[config.mk]
export PLATFORM = sky130hd
export DESIGN_NAME = count_run_sequencer
export DESIGN_NICKNAME = d
export VERILOG_FILES = /design/src/rtl/count_run_sequencer.sv
export SDC_FILE = /design/constraint.sdc
export NUM_CORES = 1
export LEC_CHECK = 0
export ABC_CLOCK_PERIOD_IN_PS = 3000
export CAP_MARGIN = 20
export CORE_MARGIN = 2
export CORE_UTILIZATION = 38
export CTS_CLUSTER_SIZE = 25
export DETAILED_ROUTE_END_ITERATION = 10
export PLACE_DENSITY = 0.85
export SETUP_SLACK_MARGIN = 0.2
export SLEW_MARGIN = 20
export SYNTH_ARGS = -nofsm -noshare
export SYNTH_HDL_FRONTEND = slang
export SYNTH_SLANG_ARGS = --single-unit
[constraint.sdc]
create_clock -name clk -period 3 [get_ports clk]
set_clock_uncertainty 0.1 [all_clocks]
set_input_delay 0.9 -clock clk [delete_from_list [all_inputs] [get_ports clk]]
set_output_delay 0.9 -clock clk [all_outputs]
set_load 0.02 [all_outputs]
[src/rtl/count_run_sequencer.sv]
// Run/pause/clear sequencer for the BCD counter chain: rate-limited count enable,
// counter clear, terminal detection and the DONE blink pattern.
module count_run_sequencer #(
  parameter int          TICK_DIV  = 4,
  parameter int          BLINK_DIV = 8,
  parameter logic [15:0] TERMINAL  = 16'h9675
) (
  input  logic        clk,
  input  logic        rst,
  input  logic        start,
  input  logic        stop,
  input  logic        clear,
  input  logic [15:0] qdata,
  output logic        cnt_ena,
  output logic        cnt_rst,
  output logic [1:0]  state,
  output logic        done,
  output logic [3:0]  blink
);

  typedef enum logic [1:0] {
    IDLE  = 2'b00,
    RUN   = 2'b01,
    PAUSE = 2'b10,
    DONE  = 2'b11
  } state_t;

  localparam int PW = (TICK_DIV  > 1) ? $clog2(TICK_DIV)  : 1;
  localparam int BW = (BLINK_DIV > 1) ? $clog2(BLINK_DIV) : 1;
  localparam logic [PW-1:0] PRESC_MAX = PW'(TICK_DIV - 1);
  localparam logic [BW-1:0] BLINK_MAX = BW'(BLINK_DIV - 1);

  state_t        state_q, state_d;
  logic [PW-1:0] presc_q, presc_d;
  logic [BW-1:0] blink_cnt_q, blink_cnt_d;
  logic          phase_q, phase_d;
  logic          cnt_ena_q, cnt_ena_d;
  logic          cnt_rst_q, cnt_rst_d;
  logic          done_q, done_d;
  logic [3:0]    blink_q, blink_d;
  logic          at_term;

  assign at_term = (qdata == TERMINAL);

  always_comb begin
    state_d     = state_q;
    presc_d     = '0;
    blink_cnt_d = '0;
    phase_d     = 1'b0;
    cnt_ena_d   = 1'b0;
    cnt_rst_d   = clear;
    done_d      = 1'b0;
    blink_d     = 4'b0000;

    case (state_q)
      IDLE:    if (start && !stop) state_d = RUN;
      RUN: begin
        if (stop)         state_d = PAUSE;
        else if (at_term) state_d = DONE;
      end
      PAUSE:   if (start && !stop) state_d = RUN;
      DONE:    state_d = DONE;
      default: state_d = IDLE;
    endcase
    if (clear) state_d = IDLE;

    // Prescaler only advances across consecutive RUN cycles, so every resume starts a full period
    if (state_q == RUN && state_d == RUN)
      presc_d = (presc_q == PRESC_MAX) ? '0 : presc_q + 1'b1;

    cnt_ena_d = (state_q == RUN) && (presc_q == PRESC_MAX) && !at_term && !clear && !stop;

    if (state_d == DONE) begin
      done_d = 1'b1;
      if (state_q != DONE) begin
        blink_cnt_d = '0;
        phase_d     = 1'b1;
      end else if (blink_cnt_q == BLINK_MAX) begin
        blink_cnt_d = '0;
        phase_d     = ~phase_q;
      end else begin
        blink_cnt_d = blink_cnt_q + 1'b1;
        phase_d     = phase_q;
      end
      blink_d = phase_d ? 4'b1111 : 4'b0000;
    end
  end

  always_ff @(posedge clk) begin
    if (rst) begin
      state_q     <= IDLE;
      presc_q     <= '0;
      blink_cnt_q <= '0;
      phase_q     <= 1'b0;
      cnt_ena_q   <= 1'b0;
      cnt_rst_q   <= 1'b1;
      done_q      <= 1'b0;
      blink_q     <= 4'b0000;
    end else begin
      state_q     <= state_d;
      presc_q     <= presc_d;
      blink_cnt_q <= blink_cnt_d;
      phase_q     <= phase_d;
      cnt_ena_q   <= cnt_ena_d;
      cnt_rst_q   <= cnt_rst_d;
      done_q      <= done_d;
      blink_q     <= blink_d;
    end
  end

  assign state   = state_q;
  assign cnt_ena = cnt_ena_q;
  assign cnt_rst = cnt_rst_q;
  assign done    = done_q;
  assign blink   = blink_q;

endmodule

==> results.md, run 1 <==
- Status: finished clean
- Mapped Cells: 50
- Net Sw Frac: 0.227
- Filler Cell Count: 126
- Setup total negative slack: 0 ps
- Flop pwr share: 0.504
- Initial core utilization: 0.402
- Syn_area_per_cell: around 10 sq um
- Area growth syn-to-layout: 58.6%
- Synth top area cells: dfxtp_1, ha_1, buf_4
- Logic gate share of total power: 0.149
- Site row count: 13
- Max_slew headroom: 0.783
- CTS sink count: 11
- H-Tree Level Count: 1
- Post-synthesis sequential area ratio: 0.421
- Mapped Nets: 74
- Minimum clock period: 2330 ps
- Internal power: 0.228 mW
- Largest net degree at the start of global routing: 8
- Number of hold buffers added after cts: 0
- EDFF count, synth: 0
- Routed len/inst: 12.5 um
- Commonest non-fill, non-tap cell in the layout: clkdlybuf4s50_1
- First-pass GRT wire length: around 1.8 mm
- Yosys top cell by area: dfxtp_1
- Placed Area: 802 sq um
- Total CTS buffers: 3
- Post-route cell area: 830 sq um
- Crit. End Element: output port
- Die height: 41.1 um
- Synthesis Warnings: 0
- Antenna violations before repair: 0
- Post-route ant nets: 0
- RSZ-0062 raised after global routing: no
- Critical-path cell list: clkdlybuf4s50_1
- Longest Clk Path Bufs: 2
- IO Port Bufs: 29
- VDD IR-drop max: ~0.30 mV
- Synth cell types: 23
- Slew Limit Fails: 0
- Initial DRC Count: 10
- Mapped cell area: 523 sq um
- Vias in the first global route: 401
- Diodes inserted: 0
- Flops & latches, synth: 11
- I/O pin count: 30
- Final setup violation count: 0
- Total Wirelength: 1.18 mm
- Global placer's final weighted congestion: between 0.7 and 0.8
- Core Area: 1300 sq um
- PD cells: 355 nW/um^2
- Clk pwr share: 0.347
- P_sw: between 0.06 and 0.07 mW
- Period utilization: 0.777
- CTS tree: built
- Worst-path maximum fanout: 6
- Share of cells above drive strength 1: 0.0886
- F_max: about 0.43 GHz
- Crit Path Class: reg2out
- CP arrival: roughly 1300 ps
- Pleak: 0.346 nW
- GRT Residual Overflow: 0
- Root Driver: clkbuf_4
- Commonest cells after routing, fill and taps aside: clkdlybuf4s50_1, dfxtp_1, and2_1
- GRT Total Usage: 0.179
- Critical Path RT: 2000 ps
- Final std cells w/o fill: 94
- Die width: approximately 41 um
- Insertion delay to the later sink of the worst-skew pair: around 280 ps
- Synth top area share: 0.421
- Worst path bufs/invs: 1
- Vias per inst: 4.83
- Top delay family on crit path: buffers and inverters
- Slowest cell on crit path: clkdlybuf4s50_1
- Setup Fix Bufs, Post-CTS: 0
- CP max stage delay: 640 ps
- Final #Nets: 104
- Residual DRC: 0
- Worst hold path type: reg2reg
- Fin. Hold Viols: 0
- Total die area: 1690 sq um
- Tightest Pin Transition: 325 ps
- Post-CTS resize count: 0
- Post-synth top flop: dfxtp_1
- Vias: 454
- Worst-path clk slew: 80 ps
- Max-cap violations: 0
- DP HPWL: roughly 1000 um
- Placed Instances: 90
- Drt first pass iters: 4
- Startpoint class of the critical path: register
- Ys async rst share: 0
==> cell families (layout without fill, tap and decap cells) <==
logic type                 after synthesis  after routing  share of synthesized area
AOI/OAI and AO/OA                        3              3                     0.0454
xor gates and xnor gates                 1              1                     0.0167
adders and majority gates                3              3                     0.0718
buffers and inverters                    7             36                     0.0789
DFF                                     11             11                      0.421
and+or+nand+nor                         25             25                      0.366
==> registers in the layout (all words and copies together) (netlist names) <==
register / count
cnt_rst: 1
blink_cnt_q: 3
presc_q: 2
cnt_ena: 1
state: 2
done: 1
blink: 1
==> cells in the mapped netlist, types with 2 or more instances <==
master and number:
dfxtp_1 11, and2_1 4, buf_4 4, ha_1 3
inv_1 3, nand3_1 3, nor2_1 3, nand2b_1 2
nand4bb_1 2, nor3_1 2
==> stage by stage <==
stage,setup WS [ps],power (mW),hold WS [ps],utilization
global placement,623,0.194,318,0.616
global route,592,0.309,371,0.638
floorplan,1090,0.163,306,-
detailed placement,586,0.196,326,0.616
finish,669,0.295,333,0.638
CTS,664,0.300,338,0.638
==> layer usage <==
| layer | GRT usage | vias up | routed length (um) |
|---|---|---|---|
| li1 | - | 230 | - |
| met1 | 0.190 | 203 | 442 |
| met5 | 0 | - | 0 |
| met2 | 0.293 | 15 | 637 |
| met4 | 0.121 | 0 | 36 |
| met3 | 0.0652 | 6 | 62 |
==> layout make-up <==
type                       count  area [sq um]  share of cell area
clock buffer                   3          22.5              0.0271
clock inverter                 1          5.00             0.00603
inverter                       3          11.3              0.0136
multi-input combinational     32           262               0.315
sequential                    11           220               0.265
tap                           15          18.8              0.0226
timing repair buffer          29           290               0.350
==> power groups by stage <==
stage / registers (mW) / logic (mW) / clock network, mW
final: 0.149 / 0.0438 / 0.102
after global routing: 0.149 / 0.0468 / 0.114
after CTS: 0.148 / 0.0442 / 0.107
after detailed placement: 0.152 / 0.0440 / 0
after global placement: 0.152 / 0.0420 / 0
after floorplan: 0.154 / 0.00994 / 0
==> final timing paths <==
kind                        from         end  slack [ps]  depth (start not counted)
setup / recovery        state[1]    state[1]         670                          1
hold / removal        presc_q[0]  presc_q[0]         330                          1
hold reg to reg       presc_q[0]  presc_q[0]         330                          1
setup reg to reg  blink_cnt_q[0]    blink[2]        1640                          5
No activity file was read; power rests on OpenSTA's default activity.
==> run 2, diff against run 1 <==
ABC_CLOCK_PERIOD_IN_PS = 2430   (was 3000)
CORE_UTILIZATION = 36   (was 38)
PLACE_DENSITY = 0.82   (was 0.85)
clock period = 2.43 ns   (was 3 ns; I/O delays follow)
==> run 2 against run 1 <==
Effect of this change:
- non-clock buffer count is the same
- register-to-register slack lost 570 ps
- via count grew 0.66%
- utilization shrank 1.5 points
==> results.md, run 2 (synthesis results as in run 1) <==
- Root Driver: clkbuf_4 (unchanged)
- CTS sink count: 11 (unchanged)
- Commonest non-fill, non-tap cell in the layout: clkdlybuf4s50_1 (unchanged)
- Minimum clock period: 2170 ps
- RSZ-0062 raised after global routing: no (unchanged)
- Multi-input gate area: 262 sq um (unchanged)
- Max_slew headroom: 0.797 (was 0.783)
- Period utilization: 0.892
- DP Worst Slack: 193 ps (was 586 ps)
- Hold path start: blink_cnt_q[0] (was presc_q[0])
- IO Port Bufs: 29 (unchanged)
- Total CTS buffers: 3 (unchanged)
- F_max: 0.461 GHz
- Share of cells above drive strength 1: 0.0759 (was 0.0886)
- Final setup violation count: 0 (unchanged)
- Slowest cell on crit path: clkdlybuf4s50_1 (unchanged)
- Largest net degree at the start of global routing: 7 (was 8)
- Register area: 220 sq um (unchanged)
- Die height: 42.1 um (was 41.1 um)
- PD cells: 432 nW/um^2 (was 355 nW/um^2)
- Residual DRC: 0 (unchanged)
- Worst-path clk slew: 70 ps (was 80 ps)
- Crit. End Element: output port (unchanged)
- Commonest cells after routing, fill and taps aside: clkdlybuf4s50_1, dfxtp_1, and2_1 (unchanged)
- Global placer's final weighted congestion: 0.726 (was 0.748)
- Drt first pass iters: 4 (unchanged)
- Final #Nets: 104 (unchanged)
- Startpoint class of the critical path: register (unchanged)
- GRT Total Usage: 0.161 (was 0.179)
- Top delay family on crit path: buffers and inverters (unchanged)
- Routed len/inst: 12.7 um (was 12.5 um)
- Worst r2r src: blink_cnt_q[0] (unchanged)
- Core Area: 1330 sq um (was 1300 sq um)
- Status: finished clean (unchanged)
- CTS tree: built (unchanged)
- FF-to-FF End: blink[2] (unchanged)
- CP arrival: 1340 ps (was 1330 ps)
- H-Tree Level Count: 1 (unchanged)
- Slew Limit Fails: 0 (unchanged)
- Worst hold path type: reg2reg (unchanged)
- Setup total negative slack: 0 ps (unchanged)
- Total die area: 1770 sq um (was 1690 sq um)
- Post-route ant nets: 0 (unchanged)
- Critical-path cell list: clkdlybuf4s50_1 (unchanged)
- Longest Clk Path Bufs: 2 (unchanged)
- End of the worst hold path: blink_cnt_q[0] (was presc_q[0])
- R2R depth: 5 (unchanged)
- Initial core utilization: 0.392 (was 0.402)
- Total Wirelength: 1.20 mm (was 1.18 mm)
- Initial DRC Count: 14 (was 10)
- Filler Cell Count: 108 (was 126)
- Largest reg by FF count: blink_cnt_q (unchanged)
- Site row count: 13 (unchanged)
- Hold Path Depth: 1 (unchanged)
- Die width: 42.1 um (was 41.1 um)
- First-pass GRT wire length: 2.15 mm (was 1.79 mm)
- Worst-path maximum fanout: 6 (unchanged)
- Critical Path RT: 1600 ps (was 2000 ps)
- Crit Path Class: reg2out (unchanged)
- Max reg flops: 3 (unchanged)
- Placed Area: 802 sq um (unchanged)
- Setup WS post-layout: 263 ps (was 669 ps)
- Worst path bufs/invs: 1 (unchanged)
- Fin. Hold Viols: 0 (unchanged)
- Vias per inst: 4.86 (was 4.83)
- Insertion delay to the later sink of the worst-skew pair: 260 ps (was 280 ps)
- Tightest Pin Transition: 301 ps (was 325 ps)
- GRT Residual Overflow: 0 (unchanged)
- CP max stage delay: 640 ps (about the same)
- Post-route cell area: 831 sq um (was 830 sq um)
- Pleak: 0.361 nW (was 0.346 nW)
- Diodes inserted: 0 (unchanged)
- I/O pin count: 30 (unchanged)
- Area growth syn-to-layout: 58.9% (was 58.6%)
- Vias: 457 (was 454)
- Antenna violations before repair: 0 (unchanged)
- Worst hold slack: 334 ps (was 333 ps)
- VDD IR-drop max: 0.256 mV (was 0.300 mV)
- R2R Setup Slk: 1070 ps (was 1640 ps)
- Max-cap violations: 0 (unchanged)
- Vias in the first global route: 504 (was 401)
==> run 2: worst max path at each step <==
stage,from,end,cells after the start,slack [ps]
floorplan,qdata[11],blink[2],4,690
global placement,qdata[9],blink[2],5,210
detailed placement,qdata[9],blink[2],5,190
CTS,state[0],state[0],1,240
global route,state[1],state[1],1,210
finish,state[1],state[1],1,260
==> run 2: metrics by stage <==
step                power, mW  utilization  instances
floorplan               0.202            -         50
global placement        0.240        0.601         90
CTS                     0.362        0.621         94
global route            0.378        0.623         94
detailed placement      0.241        0.601         90
finish                  0.359        0.623         94
==> run 2: metal layers <==
| metal | vias up | global-route usage | wire, um |
|---|---|---|---|
| met1 | 201 | 0.179 | 511 |
| met2 | 20 | 0.263 | 594 |
| met4 | 0 | 0.113 | 26 |
| li1 | 230 | - | - |
| met3 | 6 | 0.0474 | 63 |
| met5 | - | 0 | 0 |
==> run 2: worst register-to-register path: stages, from the launching register on <==
cell and delay, ps:
dfxtp_1 320, ha_1 190, ha_1 220, xnor2_1 160, nand3_1 90, and3_1 190
==> run 2: timing repair <==
action,CTS,global route
hold buffers,0,0
resized for setup,0,1
endpoints found under the setup margin,0,1
setup buffers,0,0
==> run 2: area by class of cell <==
class | instances | area share
inverters | 3 | 0.0136
well taps | 15 | 0.0226
clock buffers | 4 | 0.0316
repair buffers | 29 | 0.352
flip-flops and latches | 11 | 0.265
multi-input cells | 32 | 0.315
==> run 2: power by group <==
group / total [mW] / switching [mW] / internal [mW]
registers: 0.184 / 0.00160 / 0.182
clock network: 0.122 / 0.0585 / 0.0635
logic: 0.0532 / 0.0151 / 0.0381
==> run 3, diff against run 2 <==
CTS_CLUSTER_DIAMETER = 150   (was unset)
GPL_ROUTABILITY_DRIVEN = 0   (was unset)
==> results of run 3 <==
Same layout as run 2: the final DEF is identical, and so are final timing and power.
